File: src/rtl/sha_msg_schedule.sv
`default_nettype none
// ============================================================================
// Module   : sha_msg_schedule
// Purpose  : SHA-2 message-schedule expander. Loads one padded block as 16
//            serial words, then streams W[0..ROUNDS-1] one word per cycle
//            under valid/ready backpressure. Serves SHA-256 (WORD_W=32,
//            ROUNDS=64) and SHA-512 (WORD_W=64, ROUNDS=80).
// Ports    : clk        - clock, rising edge
//            rst_n      - asynchronous active-low reset
//            in_valid   - in_word valid
//            in_ready   - block accepts a word (high only while loading)
//            in_word    - message word, W[0] first
//            out_valid  - out_word holds a schedule word
//            out_ready  - consumer accepts out_word
//            out_word   - registered W[out_idx]
//            out_idx    - schedule index t
//            out_last   - final schedule word of the block
// Revision : 1.0 - initial release
// ============================================================================
module sha_msg_schedule #(
  parameter int WORD_W = 32,
  parameter int ROUNDS = 64
) (
  input  logic              clk,
  input  logic              rst_n,
  input  logic              in_valid,
  output logic              in_ready,
  input  logic [WORD_W-1:0] in_word,
  output logic              out_valid,
  input  logic              out_ready,
  output logic [WORD_W-1:0] out_word,
  output logic [6:0]        out_idx,
  output logic              out_last
);

  // Only the two SHA-2 geometries are meaningful; anything else is rejected
  // at elaboration.
  generate
    if (!((WORD_W == 32 && ROUNDS == 64) || (WORD_W == 64 && ROUNDS == 80))) begin : g_bad_params
      $error("sha_msg_schedule: WORD_W/ROUNDS must be 32/64 or 64/80");
    end
  endgenerate

  // Small-sigma rotate/shift amounts for the selected word width.
  localparam int S0_ROT_A = (WORD_W == 32) ? 7  : 1;
  localparam int S0_ROT_B = (WORD_W == 32) ? 18 : 8;
  localparam int S0_SHR   = (WORD_W == 32) ? 3  : 7;
  localparam int S1_ROT_A = (WORD_W == 32) ? 17 : 19;
  localparam int S1_ROT_B = (WORD_W == 32) ? 19 : 61;
  localparam int S1_SHR   = (WORD_W == 32) ? 10 : 6;

  localparam logic [6:0] LAST_IDX = 7'(ROUNDS - 1);

  typedef enum logic {
    ST_LOAD = 1'b0,
    ST_EMIT = 1'b1
  } state_t;

  state_t            r_state;
  logic [3:0]        r_cnt;
  logic [WORD_W-1:0] r_ring [16];

  function automatic logic [WORD_W-1:0] rotr(input logic [WORD_W-1:0] x, input int n);
    return (x >> n) | (x << (WORD_W - n));
  endfunction

  function automatic logic [WORD_W-1:0] sig0(input logic [WORD_W-1:0] x);
    return rotr(x, S0_ROT_A) ^ rotr(x, S0_ROT_B) ^ (x >> S0_SHR);
  endfunction

  function automatic logic [WORD_W-1:0] sig1(input logic [WORD_W-1:0] x);
    return rotr(x, S1_ROT_A) ^ rotr(x, S1_ROT_B) ^ (x >> S1_SHR);
  endfunction

  // Ring slots relative to the current index t (4-bit wrap gives mod 16):
  // t+1 holds W[t-15] until overwritten by W[t+1], t-1 holds W[t-1],
  // t+10 holds W[t-6], t+2 holds W[t-14].
  logic [3:0]        w_slot_next;
  logic [3:0]        w_slot_m2;
  logic [3:0]        w_slot_m7;
  logic [3:0]        w_slot_m15;
  logic              w_use_recur;
  logic [WORD_W-1:0] w_recur;
  logic [WORD_W-1:0] w_next_word;

  assign w_slot_next = out_idx[3:0] + 4'd1;
  assign w_slot_m2   = out_idx[3:0] + 4'd15;
  assign w_slot_m7   = out_idx[3:0] + 4'd10;
  assign w_slot_m15  = out_idx[3:0] + 4'd2;

  // Next index t+1 >= 16 needs the recurrence; below that the word is
  // still the loaded message word.
  assign w_use_recur = (out_idx >= 7'd15);
  assign w_recur     = sig1(r_ring[w_slot_m2]) + r_ring[w_slot_m7]
                     + sig0(r_ring[w_slot_m15]) + r_ring[w_slot_next];
  assign w_next_word = w_use_recur ? w_recur : r_ring[w_slot_next];

  assign in_ready = (r_state == ST_LOAD);
  assign out_last = out_valid && (out_idx == LAST_IDX);

  always_ff @(posedge clk or negedge rst_n) begin
    if (!rst_n) begin
      r_state   <= ST_LOAD;
      r_cnt     <= 4'd0;
      out_valid <= 1'b0;
      out_word  <= '0;
      out_idx   <= 7'd0;
      for (int i = 0; i < 16; i++) begin
        r_ring[i] <= '0;
      end
    end else begin
      case (r_state)
        ST_LOAD: begin
          if (in_valid) begin
            r_ring[r_cnt] <= in_word;
            r_cnt         <= r_cnt + 4'd1;  // wraps back to 0 after slot 15
            if (r_cnt == 4'd15) begin
              // Slot 0 was written on the first handshake, so on the last
              // one it is never the slot being written; no bypass needed.
              out_word  <= r_ring[0];
              out_idx   <= 7'd0;
              out_valid <= 1'b1;
              r_state   <= ST_EMIT;
            end
          end
        end
        ST_EMIT: begin
          if (out_valid && out_ready) begin
            if (out_idx == LAST_IDX) begin
              out_valid <= 1'b0;
              r_state   <= ST_LOAD;
            end else begin
              out_idx  <= out_idx + 7'd1;
              out_word <= w_next_word;
              if (w_use_recur) begin
                r_ring[w_slot_next] <= w_recur;
              end
            end
          end
        end
        default: r_state <= ST_LOAD;
      endcase
    end
  end

endmodule
`default_nettype wire

File: config.mk
export PLATFORM = sky130hd
export DESIGN_NAME = sha_msg_schedule
export DESIGN_NICKNAME = d
export VERILOG_FILES = /design/src/rtl/sha_msg_schedule.sv
export SDC_FILE = /design/constraint.sdc
export NUM_CORES = 2
export LEC_CHECK = 0
export BUFFER_PORTS_ARGS = -buffer_cell sky130_fd_sc_hd__buf_4
export CELL_PAD_IN_SITES_DETAIL_PLACEMENT = 1
export CELL_PAD_IN_SITES_GLOBAL_PLACEMENT = 1
export CORE_ASPECT_RATIO = 1.2
export CORE_UTILIZATION = 27
export CTS_CLUSTER_DIAMETER = 120
export CTS_CLUSTER_SIZE = 20
export DETAILED_ROUTE_END_ITERATION = 10
export GPL_TIMING_DRIVEN = 1
export PLACE_DENSITY_LB_ADDON = 0.2
export SYNTH_ARGS = -nofsm -noshare
export SYNTH_HDL_FRONTEND = slang
export SYNTH_SLANG_ARGS = --single-unit
File: constraint.sdc
create_clock -name clk -period 10 [get_ports clk]
set_clock_uncertainty 0.15 [all_clocks]
set_input_delay 0.5 -clock clk [delete_from_list [all_inputs] [get_ports clk]]
set_output_delay 0.5 -clock clk [all_outputs]
set_load 0.01 [all_outputs]
Word-level counts from Yosys, hierarchy flattened
Cells that the tools add are included.
{"block": "word_totals", "ff_bits": 557, "latchBits": 0, "mem_bits_rw": 0, "romBits": 0, "inputBits": 36, "out_inout_bits": 42, "elab_cells": 112, "mem_count": 0}
{"block": "op_classes", "addsub": 9, "n_mul": 0, "n_div": 0, "n_lt_le_gt_ge": 8, "eq_ne": 8, "shift": 0, "muxes": 44, "n_bitwise": 14, "reduce_logical": 8}
{"cell": "2-to-1 mux 512 bit", "n": 4}
{"cell": "bitwise mux 512 bit", "n": 2}
{"cell": "one-hot mux 512 bit (2 select lines)", "n": 1}
{"cell": "binary-select mux 32 bit (select 4 bit)", "n": 4}
{"cell": "2-to-1 mux 32 bit", "n": 15}
{"cell": "demux 32 bit (select 4 bit)", "n": 2}
{"cell": "adder 32 bit", "n": 3}
{"cell": "one-hot mux 32 bit (2 select lines)", "n": 1}
{"cell": "bitwise XOR 32 bit", "n": 2}
{"cell": "bitwise OR 13 x 32 -> 32 bit", "n": 1}
{"cell": "bitwise OR 14 x 32 -> 32 bit", "n": 1}
{"cell": "bitwise OR 15 x 32 -> 32 bit", "n": 1}
{"cell": "bitwise OR 25 x 32 -> 32 bit", "n": 1}
{"cell": "bitwise XOR 32 x 22 -> 32 bit", "n": 1}
{"cell": "bitwise XOR 32 x 29 -> 32 bit", "n": 1}
{"cell": "2-to-1 mux 7 bit", "n": 4}
{"cell": ">= comparator 5 bit, second input constant", "n": 5}
{"cell": "inverter 4 -> 5 bit", "n": 5}
{"cell": "one-hot mux 7 bit (2 select lines)", "n": 1}
{"cell": "AND reduction 4 bit", "n": 3}
{"cell": "less-than comparator 5 x 1 -> 1 bit, second input constant", "n": 2}
{"cell": "adder 4 x 1 -> 4 bit, second input constant", "n": 2}
{"cell": "adder 4 bit, second input constant", "n": 2}
{"cell": "2-to-1 mux 1 bit", "n": 8}
{"cell": "other kinds (11)", "n": 19}

Depth between registers and ports, before layout
{"block": "depth", "ltp_word": 16, "depth_mapped": 32, "mapped_depth_nobuf": 24}

Worst setup path after synthesis
No wires, ideal clock.
{"block": "synth_path", "kind": "reg2reg", "from": "reg out_idx[1]", "to": "reg r_ring[125] in the netlist's numbering", "setup_ns": 0.142, "arrival_ns": 7.484, "required_time_ns": 9.708, "setup_slack_ns": 2.224, "path_stages_with_launch": 29, "path_buffers": 6, "synth_period_minus_slack_ns": 7.776, "cell_sequence": "dfrtp_1 clkbuf_1 clkinv_1 ha_1 buf_2 buf_2 buf_2 buf_1 mux4_2 mux4_2 xnor2_1 xnor2_1 fa_1 inv_1 fa_1 inv_1 ha_1 fa_1 a21oi_1 nor2_1 o21ai_0 nand2b_1 a41oi_1 o211ai_1 o21ai_0 nand2b_1 xnor2_1 clkbuf_1 o221ai_1"}
{"block": "synth_between", "elab_chain_cells": 16, "elab_cells_between_ends": 46, "cone_classes": "add/sub (7); order compare (3); eq/ne (3); mux (19); bitwise (12); reduce/logical (2)"}
{"element": "start, declared", "line_no": "32", "source": "output logic [6:0] out_idx,"}
{"element": "start signal, assigned", "line_no": "133", "source": "out_idx <= out_idx + 7'd1;"}
{"element": "adder 4 bit", "line_no": "87", "source": "assign w_slot_m2 = out_idx[3:0] + 4'd15;"}
{"element": "inverter 4 -> 5 bit (not written as such)", "line_no": "94", "source": "assign w_recur = sig1(r_ring[w_slot_m2]) + r_ring[w_slot_m7]"}
{"element": "binary-select mux 32 bit (select 4 bit)", "line_no": "94"}
{"element": "2-to-1 mux 32 bit (not written as such) (2 in a row)", "line_no": "94"}
{"element": "bitwise OR 15 x 32 -> 32 bit / bitwise OR 13 x 32 -> 32 bit (equally long branches)", "line_no": "64", "source": "return (x >> n) | (x << (WORD_W - n));"}
{"element": "bitwise XOR 32 bit", "line_no": "72", "source": "return rotr(x, S1_ROT_A) ^ rotr(x, S1_ROT_B) ^ (x >> S1_SHR);"}
{"element": "bitwise XOR 32 x 22 -> 32 bit", "line_no": "72"}
{"element": "adder 32 bit", "line_no": "94"}
{"element": "adder 32 bit (2 in a row)", "line_no": "95", "source": "+ sig0(r_ring[w_slot_m15]) + r_ring[w_slot_next];"}
{"element": "bitwise mux 512 bit", "line_no": "136", "source": "r_ring[w_slot_next] <= w_recur;"}
{"element": "2-to-1 mux 512 bit", "line_no": "135", "source": "if (w_use_recur) begin"}
{"element": "2-to-1 mux 512 bit", "line_no": "129", "source": "if (out_idx == LAST_IDX) begin"}
{"element": "2-to-1 mux 512 bit", "line_no": "128", "source": "if (out_valid && out_ready) begin"}
{"element": "one-hot mux 512 bit (2 select lines)", "line_no": "112", "source": "case (r_state)"}
{"element": "end signal, assigned by index", "line_no": "115", "source": "r_ring[r_cnt] <= in_word;"}
{"element": "end signal, assigned by index", "line_no": "136"}
{"element": "end, declared", "line_no": "61", "source": "logic [WORD_W-1:0] r_ring [16];"}
Several ways; a longest one is shown, not always the timed one. The select of a mux whose other input is x is not followed.
A chain may end at the register's enable or synchronous reset.

Worst setup path after layout
{"block": "layout_path", "from": "reg out_idx[1]", "to": "reg r_ring[317] in the netlist's numbering"}
The elaborated chain is that of the path after synthesis.

==> Implementation_results.wiki <==
{| class="wikitable"
! Metric !! Value
|-
| Dominant synthesized flop cell || dfrtp_1
|-
| Via count of the first global-routing pass || 37.2k
|-
| Setup slack on the worst flop-to-flop path || 880 ps
|-
| Vertical die dimension || 433 um
|-
| Total area of multi-input combinational cells || 26,200 um2
|-
| Category of the most critical setup path || flop to flop
|-
| Total routing usage reported by global routing || 27.5%
|-
| Fraction of layout instances using a drive strength above 1 || 20.7%
|-
| Met3 track demand over resource || 4.05%
|-
| Initial cell density of the core || 27.3%
|-
| Top cell types by occurrence after synthesis || nand2_1, dfrtp_1, o21ai_0, mux4_2, clkbuf_1
|-
| Inst Count DP || 5,911
|-
| Number of enable-type register cells in the synthesized netlist || 0
|-
| Number of library cell types mapped by synthesis || 56
|-
| TritonCTS clock tree || yes
|-
| Layout filler cell count || 17.0k
|-
| Fraction of synthesized cell area taken by the top area cell type || 33.4%
|-
| Worst max-slew margin expressed relative to the limit || 9.34%
|-
| Crit path largest cell delay || 950 ps
|-
| Count of non-filler cells in the finished layout || 5,966
|-
| Flip-flop and latch area || 13,900 um2
|-
| Number of pins with negative max-slew slack in the final report || 0
|-
| Avg Inst Size Synth || 10.2 um2
|-
| CP top delay family || adder cells
|-
| Global-route wire length before repair || 304 mm
|-
| Reg clk slew, reported paths || 110 ps
|-
| Endpoints failing setup || 0
|-
| Initial DRC count || 3,530
|-
| Crit-path cells || clkinv_1 -> ha_4 -> buf_4 -> mux2_2 -> o21ai_0 -> xnor2_1 -> fa_1 -> fa_1 -> inv_1 -> ha_1 -> fa_1 -> a21oi_1 -> nor2_1 -> o21ai_0 -> nand2b_1 -> a41oi_1 -> o211ai_1 -> o21ai_0 -> nand2b_1 -> xnor2_1 -> buf_4 -> o221ai_1
|-
| CP max-delay cell || ha_4
|-
| Detailed placer's ending HPWL || 149 mm
|-
| Number of antenna violations at the first check in global routing || 7
|-
| Critical Path Sink Type || flop
|-
| Cts bufs inserted || 34
|-
| Final Cycle Share || 91.2%
|-
| Hold Path Depth || 3
|-
| Level count of the clock H-tree || 2
|-
| Maximum operating frequency || 0.110 GHz
|-
| RSZ-0062 raised after global routing || no
|-
| Count of nets after finishing || 4,109
|-
| Layout-stage area growth over the synthesis result || 10.2%
|-
| Placement Rows || 157
|-
| Cell Area, Placed || 45,000 um2
|-
| Required time at the endpoint of the critical path || 10,330 ps
|-
| Core Region || 153,000 um2
|-
| Routed WL || 217 mm
|-
| Number of gates on the worst path with buffers counted || 22
|-
| Tmin final || 9120 ps
|-
| Dominant cell by count in the synthesized netlist || nand2_1
|-
| CP startpoint kind || flop
|-
| Launch point of the worst hold path || in_word[10]
|-
| Largest cells by area after synthesis || dfrtp_1, mux4_2, o21ai_0
|-
| Critical register-to-register path endpoint || r_ring[317]
|-
| Buffers from clock root to sink, at most || 3
|-
| Signal arrival time at the worst endpoint || 9450 ps
|-
| Via/cell ratio || 6.17
|-
| Number of cells on the worst reg-to-reg path || 22
|-
| Remaining design rule violation count || 0
|-
| Overall via count from detail_route || 36.8k
|-
| Number of buffers inserted by port buffering || 77
|-
| Register area share after synthesis || 33.4%
|-
| Mapped cell area || 41,800 um2
|-
| Cell chosen for the clock root || clkbuf_16
|-
| Crit path from || out_idx[1]
|-
| R2r startpoint || out_idx[1]
|-
| Pin count of the biggest net entering global routing || 144
|-
| Cell count after synthesis || 4,086
|-
| M1 GR Usage || 34.9%
|-
| Max-cap violations || 0
|-
| Hold Vio Cnt, Final || 0
|-
| Resized cells post-CTS || 0
|-
| Area of all placed cells without fillers || 46,000 um2
|-
| Final weighted congestion of routability-driven global placement || 0.944
|-
| Die area || 156,000 um2
|-
| Post-synthesis async set-or-reset flop share || 100%
|-
| Capture point of the worst path || r_ring[317]
|-
| Synthesis warning total || 0
|-
| Die outline width || 361 um
|-
| Number of nets in the synthesized netlist || 4,228
|-
| Initial DRT Pass Iterations || 8
|-
| Run status || complete, no violations
|-
| # IOs || 78
|-
| Final ANT Viol Nets || 0
|-
| Buf+Inv Stages, Crit Path || 4
|-
| GRT busiest layer || met2
|-
| Total number of clock tree sinks || 557
|-
| Flop and latch count out of synthesis || 557
|-
| Largest area contributor in the synthesized netlist || dfrtp_1
|-
| Measured slew at the worst slew-check pin || 1360 ps
|-
| Overall overflow remaining after global route || 0
|-
| Max Fanout on Critical Path || 32
|-
| Worst skew pair latency || 650 ps
|-
| Hold crit path type || input port to flop
|-
| GR met2 Demand/Resource || 44.9%
|-
| Final setup TNS || 0 ps
|-
| Average detailed-routed wire length per instance || 36.4 um
|}
-- how the worst min path moves through the flow --
stage | endpoint | slack (ps)
after CTS | r_ring[473] | 9
final | r_ring[458] | 30
after global routing | r_ring[458] | 30
after floorplan | out_idx[0] | 50
after detailed placement | out_word[7] | 330
after global placement | out_word[7] | 320
-- placed cells by master (no fill, tap or decap), types with 7 or more instances in the layout --
cell / n
mux2i_1: 40
a32oi_1: 21
ha_1: 42
and3_1: 12
fa_1: 62
dfrtp_1: 554
and2_1: 14
or3_1: 7
a21oi_1: 179
nor2b_1: 17
o21ai_4: 15
nand3_1: 37
o22a_1: 183
a22oi_1: 150
o21a_1: 18
o221ai_1: 44
mux2_2: 33
o21ai_0: 506
inv_1: 105
nand2_1: 626
mux4_2: 446
clkbuf_16: 34
a221oi_1: 8
xnor2_1: 103
buf_4: 232
xor2_1: 48
nor2_2: 13
nor3_1: 24
a21o_1: 21
nor2_1: 212
a31oi_1: 23
buf_12: 11
o21ai_1: 34
dlygate4sd3_1: 7
-- routing by layer --
metal | vias up | share of wire [%]
met5 | - | 0.026
li1 | 15000 | -
met3 | 466 | 6.3
met4 | 8 | 6.5
met2 | 1572 | 47
met1 | 19800 | 40
-- worst reg2reg max path, stage by stage (launching register included) --
cell      delay, ps
dfrtp_4         820
clkinv_1        660
ha_4            950
buf_4           420
mux2_2          450
o21ai_0         840
xnor2_1         310
fa_1            500
fa_1            520
inv_1            50
ha_1            210
fa_1            490
a21oi_1         310
nor2_1          150
o21ai_0         260
nand2b_1        200
a41oi_1         420
o211ai_1        180
o21ai_0         200
nand2b_1        100
xnor2_1         290
buf_4           330
o221ai_1        160
-- repair_timing --
action,in CTS,in global routing
buffers inserted,0,0
setup endpoints to repair,0,0
endpoints found under the hold margin,84,0
hold buffers,7,0
-- metrics by stage --
| step | util (%) | hold WS, ps | worst slack [ps] |
|---|---|---|---|
| finish | 30.1 | 33.4 | 879 |
| global route | 30.1 | 34.0 | 742 |
| CTS | 30.1 | 8.53 | 895 |
| detailed placement | 29.4 | 327 | 932 |
| global placement | 29.4 | 319 | 1010 |
| floorplan | - | 54.4 | 2220 |
-- registers in the layout (all words and copies together) (netlist names) --
name / count
out_valid: 1
r_state: 1
out_word: 32
r_cnt: 4
r_ring: 512
out_idx: 7
-- cell families (layout without fill, tap and decap cells) --
family          count (synthesis)  in the layout  share of synthesized area (%)
flops                         557            557                           33.4
simple gates                  989            989                           9.47
other cells                     0              4                              0
mux                           519            519                           25.9
fa+ha+maj                     106            106                           4.29
xor+xnor                      159            159                           3.37
compound gates               1243           1243                           18.7
buf+inv                       513            402                           4.89
-- area by class of cell --
| cell class | count | area share [%] |
|---|---|---|
| repair buffers | 251 | 4.45 |
| diodes | 4 | 0.0217 |
| well taps | 1987 | 5.40 |
| inverters | 107 | 0.872 |
| clock inverters | 7 | 0.190 |
| multi-input cells | 3016 | 56.9 |
| clock buffers | 37 | 1.87 |
| flip-flops and latches | 557 | 30.3 |
Power is left out: the tool's default activity adds up to more than one toggle a clock period on the data nets, which glitch-free logic cannot reach.
